## config.mk

```make
export PLATFORM = sky130hd
export DESIGN_NAME = lsu_bus_ctrl
export DESIGN_NICKNAME = d
export VERILOG_FILES = /design/src/rtl/lsu_bus_ctrl.sv
export SDC_FILE = /design/constraint.sdc
export NUM_CORES = 1
export LEC_CHECK = 0
export BUFFER_PORTS_ARGS = -buffer_cell sky130_fd_sc_hd__clkbuf_2
export CORE_ASPECT_RATIO = 2
export CORE_MARGIN = 1.5
export CORE_UTILIZATION = 45
export DETAILED_ROUTE_END_ITERATION = 8
export GPL_TIMING_DRIVEN = 1
export HOLD_SLACK_MARGIN = 0.12
export PLACE_DENSITY = 0.78
export SYNTH_ARGS = -nofsm -noshare
export SYNTH_HDL_FRONTEND = slang
export SYNTH_SLANG_ARGS = --single-unit
```

## constraint.sdc

```tcl
create_clock -name s_clk_i -period 4.1 [get_ports s_clk_i]
set_input_delay 0.41 -clock s_clk_i [delete_from_list [all_inputs] [get_ports s_clk_i]]
set_output_delay 0.41 -clock s_clk_i [all_outputs]
set_load 0.03 [all_outputs]
```

## src/rtl/lsu_bus_ctrl.sv

```systemverilog
// rtl/lsu_bus_ctrl.sv - load/store unit to AHB-Lite single-transfer bus controller.
// Optional misalignment trap enabled by defining LSU_MISALIGN_CHECK_EN.
module lsu_bus_ctrl (
   input  logic        s_clk_i,
   input  logic        s_reset_i,
   input  logic        s_req_i,
   input  logic        s_we_i,
   input  logic [31:0] s_addr_i,
   input  logic [31:0] s_wdata_i,
   input  logic [1:0]  s_size_i,
   input  logic        s_unsigned_i,
   input  logic        s_flush_i,
   output logic        s_stall_o,
   output logic [4:0]  s_ld_info_o,
   output logic [31:0] s_ldata_o,
   output logic        s_ldata_val_o,
   output logic        s_done_o,
   output logic        s_err_o,
   output logic [31:0] s_haddr_o,
   output logic        s_hwrite_o,
   output logic [2:0]  s_hsize_o,
   output logic [1:0]  s_htrans_o,
   output logic [31:0] s_hwdata_o,
   input  logic [31:0] s_hrdata_i,
   input  logic        s_hready_i,
   input  logic        s_hresp_i
);

   typedef enum logic [1:0] {IDLE = 2'd0, ADDR = 2'd1, DATA = 2'd2, MERR = 2'd3} state_t;

   localparam logic [1:0] HTRANS_IDLE   = 2'b00;
   localparam logic [1:0] HTRANS_NONSEQ = 2'b10;

   state_t      state_q;
   logic        flush_q;
   logic        done_q, err_q, ldata_val_q;
   logic [4:0]  ld_info_q;
   logic [31:0] ldata_q;
   logic [31:0] haddr_q, hwdata_q;
   logic        hwrite_q;
   logic [2:0]  hsize_q;
   logic [1:0]  htrans_q;

   logic [31:0] haddr_d, hwdata_d;
   logic [4:0]  ld_info_d;
   logic        flush_d;

   always_comb begin
      haddr_d = s_addr_i;
      if (s_size_i == 2'b01) haddr_d[0] = 1'b0;
      if (s_size_i[1])       haddr_d[1:0] = 2'b00;
      case (s_size_i)
         2'b00:   hwdata_d = {4{s_wdata_i[7:0]}};
         2'b01:   hwdata_d = {2{s_wdata_i[15:0]}};
         default: hwdata_d = s_wdata_i;
      endcase
      ld_info_d = {s_unsigned_i, s_size_i == 2'b10, s_size_i == 2'b01, s_addr_i[1:0]};
   end

   // A flush seen in any cycle of the transfer, including the completing one, kills the pulses.
   assign flush_d = flush_q | s_flush_i;

`ifdef LSU_MISALIGN_CHECK_EN
   logic misalign_d;
   assign misalign_d = ((s_size_i == 2'b01) && s_addr_i[0]) ||
                       (s_size_i[1] && (s_addr_i[1:0] != 2'b00));
`endif

   always_ff @(posedge s_clk_i or posedge s_reset_i) begin
      if (s_reset_i) begin
         state_q     <= IDLE;
         flush_q     <= 1'b0;
         done_q      <= 1'b0;
         err_q       <= 1'b0;
         ldata_val_q <= 1'b0;
         ld_info_q   <= 5'd0;
         ldata_q     <= 32'd0;
         haddr_q     <= 32'd0;
         hwdata_q    <= 32'd0;
         hwrite_q    <= 1'b0;
         hsize_q     <= 3'd0;
         htrans_q    <= HTRANS_IDLE;
      end else begin
         done_q      <= 1'b0;
         err_q       <= 1'b0;
         ldata_val_q <= 1'b0;
         case (state_q)
            IDLE: begin
               if (s_req_i) begin
                  ld_info_q <= ld_info_d;
                  flush_q   <= s_flush_i;
`ifdef LSU_MISALIGN_CHECK_EN
                  if (misalign_d) begin
                     state_q <= MERR;
                     done_q  <= ~s_flush_i;
                     err_q   <= ~s_flush_i;
                  end else
`endif
                  begin
                     state_q  <= ADDR;
                     htrans_q <= HTRANS_NONSEQ;
                     haddr_q  <= haddr_d;
                     hsize_q  <= {1'b0, s_size_i};
                     hwrite_q <= s_we_i;
                     hwdata_q <= hwdata_d;
                  end
               end
            end
            ADDR: begin
               flush_q <= flush_d;
               if (s_hready_i) begin
                  state_q  <= DATA;
                  htrans_q <= HTRANS_IDLE;
               end
            end
            DATA: begin
               flush_q <= flush_d;
               // hresp with hready low is the first half of an error response: just wait.
               if (s_hready_i) begin
                  state_q <= IDLE;
                  done_q  <= ~flush_d;
                  if (s_hresp_i) begin
                     err_q <= ~flush_d;
                  end else if (!hwrite_q && !flush_d) begin
                     ldata_q     <= s_hrdata_i;
                     ldata_val_q <= 1'b1;
                  end
               end
            end
            MERR: begin
               state_q <= IDLE;
            end
            default: begin
               state_q <= IDLE;
            end
         endcase
      end
   end

   assign s_stall_o     = (state_q != IDLE);
   assign s_ld_info_o   = ld_info_q;
   assign s_ldata_o     = ldata_q;
   assign s_ldata_val_o = ldata_val_q;
   assign s_done_o      = done_q;
   assign s_err_o       = err_q;
   assign s_haddr_o     = haddr_q;
   assign s_hwrite_o    = hwrite_q;
   assign s_hsize_o     = hsize_q;
   assign s_htrans_o    = htrans_q;
   assign s_hwdata_o    = hwdata_q;

endmodule

```

==> flow_summary.yaml, run 1 <==
placed_design:
  worst_setup_slack_before_clock_tree_synthesis_ns: 1.59
  post-dp-hpwl_mm: 8.75
  finalWeightedCongestion: 0.830
  numPortBuffers: 214
drt:
  dr.pass1.iters: 5
  drc_violation_total_after_the_first_tritonroute_iteration: 160
  vias: 3726
  post-route-drc-count: 0
  postRouteAntennaNets: 0
  detailed_route_wl_mm: 11.9
  detail_route.vias_per_cell: 4.85
  routed_wire_length_per_instance_um: 15.6
critical_path:
  timing.critical_path.required_ns: 4.32
  setup.worst_path.end_class: "flop"
  setup.worst_path.start_class: "flop"
  worstSetupStartpoint: "state_q[0]$_DFFE_PP0P_"
  timing_worst_setup_path_type: "reg -> reg"
  r2r-start: "state_q[0]$_DFFE_PP0P_"
  worst_ep_arrival_time_ns: 2.74
  critPathMaxFanout: 33
clocking:
  post-cts-setup-buffer-count: 0
  cts_tree: "yes"
  holdBufCountCts: 0
  cts-root-to-sink-buffers: 2
  cts_root_buffer: "clkbuf_16"
  clk_pin_slew_ns: 0.08
  worst_skew_pair.late_latency_ns: 0.34
  post_cts_resize_count: 0
  cts.htree.levels: 3
  cts_buffers: 9
  clock-sinks: 111
pwr:
  internal_power_uw: 2580
  peakVddDrop_uv: 534
  total_switching_power_uw: 2140
  seqPwrFrac_pct: 37.4
  power.density_mw_per_mm2: 781
  power.clock.fraction_pct: 17.7
  share_comb_of_total_power_pct: 44.9
  static-leakage-power_uw: 0.00350
  switch_share_pct: 45.3
sta:
  hold_violations: 0
  finalMaxSlewViolations: 0
  max_slew_margin_pct: 22.2
  timing.hold.ws_ns: 0.250
  clock_skew_ns: 0.00671
  timing.setup.tns_ns: 0
  layout_min_cycle_time_ns: 2.52
  worst_pin_slew_ns: 1.17
  rsz0062_at_grt: "false"
  max_clock_freq_mhz: 398
  min_period_over_period_pct: 61.3
  report.final.setup_viol: 0
  setup_ws_ns: 1.58
floorplanning:
  die_boundary_height_um: 147
  die-width_um: 74.9
  num_io_pins: 217
  initial_core_util_pct: 46.2
  row_count: 52
  core-area_mm2: 0.0101
  total_die_area_mm2: 0.0110
logic_synthesis:
  ys_seq_area_share_pct: 59.7
  synth_ff_type: "dfrtp_1"
  post_synth_inst_count: 425
  ys_async_rst_share_pct: 100
  yosys_warnings: 0
  synth_edf_count: 0
  postSynthAreaPerCell_um2: 11.0
  synth_seq_cells: 111
  netlist-cell-type-count: 29
  mappedNetlistArea_mm2: 0.00465
finish:
  syn_to_final_growth_pct: 29.8
  drive_above_1_share_pct: 42.8
  final_net_count: 740
  count_of_inserted_antenna_diode_cells: 0
job:
  cap_violations: 0
grt:
  grtUsageTotal_pct: 21.8
  grt.overflow.total: 0
  grt_pass1_wl_mm: 18.4
  grt_pass1_vias: 3775
  grt_max_degree: 77
  antenna_found_initial: 0
worst_hold_path:
  min-delay-path-class: "in -> async"
outcome:
  outcome: "completed"
==> final timing paths <==
check                                       endpoint  slack, ns  cells after the start
min in group s_clk_i        s_haddr_o[4]$_DFFE_PP0P_       0.26                      3
setup / recovery           s_ldata_o[28]$_DFFE_PP0P_       1.58                      5
setup reg to reg           s_ldata_o[28]$_DFFE_PP0P_       1.58                      5
hold / removal             s_ldata_o[18]$_DFFE_PP0P_       0.25                      2
max in group asynchronous  s_haddr_o[22]$_DFFE_PP0P_       2.80                      3
hold reg to reg             s_haddr_o[0]$_DFFE_PP0P_       0.47                      2
==> layer usage <==
layer | global-route usage, % | up-vias | part of all wire [%]
met3 | 3.98 | 26 | 4.9
li1 | - | 1778 | -
met1 | 25.3 | 1795 | 39
met2 | 37.6 | 127 | 53
met4 | 10.3 | 0 | 3.3
met5 | 0 | - | 0
==> kinds of logic (layout without fill, tap and decap cells) <==
group                    count (synthesis)  in the layout  synth area share [%]
buffers and inverters                   30            237                  3.84
adder cells (fa/ha/maj)                  6              6                  1.61
other                                    1              2                0.0806
AND/OR/NAND/NOR                        183            183                  15.5
flip-flops                             111            111                  59.7
multiplexers                            50             50                  14.0
AO/OA/AOI/OAI                           44             44                  5.32
==> layout make-up <==
type	instances	area [µm²]
clock buffer	10	239
tap	135	169
fill	874	4040
multi-input combinational	285	1710
clock inverter	6	43.8
timing repair buffer	216	1090
inverter	5	21.3
sequential	111	2780
==> state kept, by name, indices dropped and copies added, names as in the netlist <==
name,cells
s_htrans_o,1
s_hwdata_o,32
s_ldata_o,32
s_hsize_o,2
s_haddr_o,32
s_ldata_val_o,1
s_ld_info_o,5
flush_q,1
s_done_o,1
s_hwrite_o,1
state_q,2
s_err_o,1
==> cell usage after synthesis, types with 3 or more instances <==
master | number | area share (%)
nand2_1 | 159 | 13
dfrtp_1 | 111 | 60
mux2_4 | 29 | 9.4
o21ai_0 | 18 | 1.9
a21oi_1 | 16 | 1.7
mux2i_1 | 16 | 3.4
clkbuf_1 | 15 | 1.2
nor2_1 | 12 | 0.97
a22oi_1 | 8 | 1.3
ha_1 | 6 | 1.6
inv_1 | 5 | 0.40
mux2_2 | 5 | 1.2
buf_12 | 3 | 1.3
==> through the flow <==
stage	utilization, %	total power (µW)	cells	area, µm²
4_1_cts	59.9	4760	768	6040
6_report	59.9	4720	768	6040
2_1_floorplan	-	3230	426	4660
3_3_place_gp	57.1	3850	752	5760
3_5_place_dp	57.1	3910	752	5760
5_1_grt	59.9	4990	768	6040
==> cell usage in the layout, fill, tap and decap left out, types with 2 or more instances in the layout <==
cell       count
a21oi_1       16
a22oi_1        8
buf_4          2
clkbuf_16      9
clkbuf_2     214
clkinv_2       2
conb_1         2
dfrtp_1      111
ha_1           6
inv_1          4
inv_6          2
mux2_2         5
mux2_4        29
mux2i_1       16
nand2_1      158
nand2b_1       2
nor2_1        12
nor2b_1        2
o21ai_0       18
==> worst max-delay path, stage by stage (launching register included) <==
cell and delay (ns):
dfrtp_1 0.43, inv_1 0.12, ha_1 0.17, nand2_1 0.07, or4b_2 1.11, mux2_4 0.47
==> power by group through the flow <==
| stage | registers [µW] | clock network (µW) | logic [µW] |
|---|---|---|---|
| 2_1_floorplan | 2570 | 0 | 661 |
| 3_3_place_gp | 1760 | 0 | 2090 |
| 3_5_place_dp | 1780 | 0 | 2130 |
| 4_1_cts | 1770 | 853 | 2140 |
| 5_1_grt | 1820 | 894 | 2280 |
| 6_report | 1770 | 834 | 2120 |
Power figures use the tool's default switching activity.
==> inputs of run 2 (changes only) <==
--- a/config.mk
+++ b/config.mk
@@ -5,14 +5,15 @@
 export SDC_FILE = /design/constraint.sdc
 export NUM_CORES = 1
 export LEC_CHECK = 0
+export ABC_AREA = 1
 export BUFFER_PORTS_ARGS = -buffer_cell sky130_fd_sc_hd__clkbuf_2
 export CORE_ASPECT_RATIO = 2
 export CORE_MARGIN = 1.5
-export CORE_UTILIZATION = 45
+export CORE_UTILIZATION = 42
 export DETAILED_ROUTE_END_ITERATION = 8
 export GPL_TIMING_DRIVEN = 1
 export HOLD_SLACK_MARGIN = 0.12
-export PLACE_DENSITY = 0.78
+export PLACE_DENSITY = 0.76
 export SYNTH_ARGS = -nofsm -noshare
 export SYNTH_HDL_FRONTEND = slang
 export SYNTH_SLANG_ARGS = --single-unit
==> constraint.sdc (replaced) <==
create_clock -name s_clk_i -period 2.3 [get_ports s_clk_i]
set_input_delay 0.23 -clock s_clk_i [delete_from_list [all_inputs] [get_ports s_clk_i]]
set_output_delay 0.23 -clock s_clk_i [all_outputs]
set_load 0.03 [all_outputs]
==> flow_summary.yaml, run 2 <==
floorplanning:
  num_io_pins: 217
  initial_core_util_pct: 43.4
  row_count: 54
  die_boundary_height_um: 153
  total_die_area_mm2: 0.0120
  core-area_mm2: 0.0109
  die-width_um: 78.2
grt:
  grt.overflow.total: 0
  antenna_found_initial: 0
  use_met1_pct: 24.8
  gr-usage-met3_pct: 3.98
  top_usage_layer: "met2"
  grt_pass1_vias: 4706
  grt_max_degree: 67
  grtUsageTotal_pct: 23.6
  global_route.usage.met2_pct: 43.8
  grt_pass1_wl_mm: 22.3
logic_synthesis:
  mappedNetlistArea_mm2: 0.00476
  synth_ff_type: "dfrtp_1"
  synth_seq_cells: 111
  postSynthAreaPerCell_um2: 8.46
  synth_top_area_share_pct: 58.4
  most_common_library_cells_after_synthesis: "nand2_1, dfrtp_1, nand3_1"
  synth_edf_count: 0
  ys_seq_area_share_pct: 58.4
  yosys.area.top_type: "dfrtp_1"
  post_synth_inst_count: 562
  netlist-cell-type-count: 21
  synth_area_leaders: "dfrtp_1, nand2_1, nand3_1"
  yosys_warnings: 0
  yosysMostFrequentCell: "nand2_1"
  ys_async_rst_share_pct: 100
pwr:
  share_comb_of_total_power_pct: 46.4
  static-leakage-power_uw: 0.00393
  seqPwrFrac_pct: 36.3
  peakVddDrop_uv: 837
  switch_share_pct: 46.4
  power.density_mw_per_mm2: 1300
  internal_power_uw: 4720
  power.clock.fraction_pct: 17.3
  total_switching_power_uw: 4090
clocking:
  cts_root_buffer: "clkbuf_16"
  worst_skew_pair.late_latency_ns: 0.34
  cts.htree.levels: 3
  clk_pin_slew_ns: 0.07
  cts_tree: "yes"
  clock-sinks: 111
  cts-root-to-sink-buffers: 2
  post_cts_resize_count: 0
  cts_buffers: 9
finish:
  syn_to_final_growth_pct: 42.6
  final_core_density_pct: 62.0
  layout_commonest_cell: "nand2_1"
  commonest_non_fill_non_tap_cells_in_the_layout: "nand2_1, clkbuf_2, dfrtp_1, dlygate4sd3_1, nand3_1"
  final_net_count: 940
  count_of_inserted_antenna_diode_cells: 0
  drive_above_1_share_pct: 29.4
  layout.filler_cells: 962
sta:
  clock_skew_ns: 0.0152
  hold_violations: 0
  min_period_over_period_pct: 79.8
  max_clock_freq_mhz: 545
  rsz0062_at_grt: "false"
  max_slew_margin_pct: 53.9
  timing.setup.tns_ns: 0
  worst_pin_slew_ns: 0.692
  finalMaxSlewViolations: 0
  layout_min_cycle_time_ns: 1.84
  report.final.setup_viol: 0
  setup_ws_ns: 0.465
outcome:
  outcome: "completed"
critical_path:
  setup.worst_path.end_class: "flop"
  worst_ep_arrival_time_ns: 2.11
  timing_worst_setup_path_type: "reg -> reg"
  reg2reg_slack_ns: 0.46
  setup.worst_path.start_class: "flop"
  critPathMaxFanout: 28
  timing.critical_path.required_ns: 2.58
drt:
  dr.pass1.iters: 4
  detail_route.vias_per_cell: 4.80
  drc_violation_total_after_the_first_tritonroute_iteration: 188
  postRouteAntennaNets: 0
  detailed_route_wl_mm: 13.9
  routed_wire_length_per_instance_um: 14.3
  post-route-drc-count: 0
  vias: 4670
worst_hold_path:
  min-delay-path-class: "in -> reg"
placed_design:
  worst_setup_slack_before_clock_tree_synthesis_ns: 0.462
  numPortBuffers: 214
  finalWeightedCongestion: 0.824
  post-dp-hpwl_mm: 9.40
job:
  cap_violations: 0
[run 2: power by group through the flow]
stage / combinational (µW) / clock (µW) / sequential (µW)
after floorplan: 1320 / 0 / 4680
after global placement: 3950 / 0 / 3200
after global routing: 4410 / 1630 / 3300
final: 4090 / 1530 / 3190
after CTS: 4100 / 1560 / 3190
after detailed placement: 4010 / 0 / 3210
[run 2: metrics by stage]
step	area, µm²	hold slack, ns	power, µW	cells
floorplan	4760	0.336	6000	563
global placement	5860	0.254	7150	894
detailed placement	5860	0.258	7230	894
CTS	6780	0.120	8860	972
global route	6780	0.126	9350	972
finish	6780	0.130	8810	972
[run 2: cell families (layout without fill, tap and decap cells)]
group | Yosys count | after routing | synth area share, %
buffers and inverters | 45 | 314 | 5.89
DFF | 111 | 111 | 58.4
other | 1 | 2 | 0.0789
AOI/OAI and AO/OA | 25 | 25 | 2.74
adders and majority gates | 6 | 6 | 1.58
and+or+nand+nor | 374 | 374 | 31.3
[run 2: what timing repair did]
item | in CTS | in global routing
hold buffers | 63 | 0
buffers inserted | 0 | 0
endpoints found under the hold margin | 79 | 0
[run 2: final timing paths]
kind	to	from	cells past startpoint
worst min register to register	s_ld_info_o[4]$_DFFE_PP0P_	s_ld_info_o[4]$_DFFE_PP0P_	2
worst max-delay path	s_haddr_o[20]$_DFFE_PP0P_	state_q[1]$_DFFE_PP0P_	7
worst min-delay path	s_ldata_o[2]$_DFFE_PP0P_	s_hrdata_i[2]	3
min in group asynchronous	s_haddr_o[17]$_DFFE_PP0P_	s_reset_i	3
worst max register to register	s_haddr_o[20]$_DFFE_PP0P_	state_q[1]$_DFFE_PP0P_	7
max in group asynchronous	s_haddr_o[28]$_DFFE_PP0P_	s_reset_i	4
[run 2: final cells by class]
type / count / area, µm² / share of cell area [%]
multi-input combinational: 407 / 1700 / 25.1
sequential: 111 / 2780 / 41.0
tap: 140 / 175 / 2.58
clock inverter: 5 / 58.8 / 0.867
clock buffer: 10 / 229 / 3.38
inverter: 15 / 60.1 / 0.886
timing repair buffer: 284 / 1780 / 26.2
[run 2: worst max-delay path, cell delays in order (launching register included)]
cell and delay (ns):
dfrtp_1 0.42, inv_1 0.14, ha_1 0.24, nand2_2 0.08, inv_2 0.34, buf_4 0.37
nand2_1 0.11, nand2_1 0.07
[run 2: layer usage]
layer	part of all wire, %	vias up
li1	-	2254
met1	36	2157
met2	54	211
met3	5.6	48
met4	4.5	0
met5	0	-
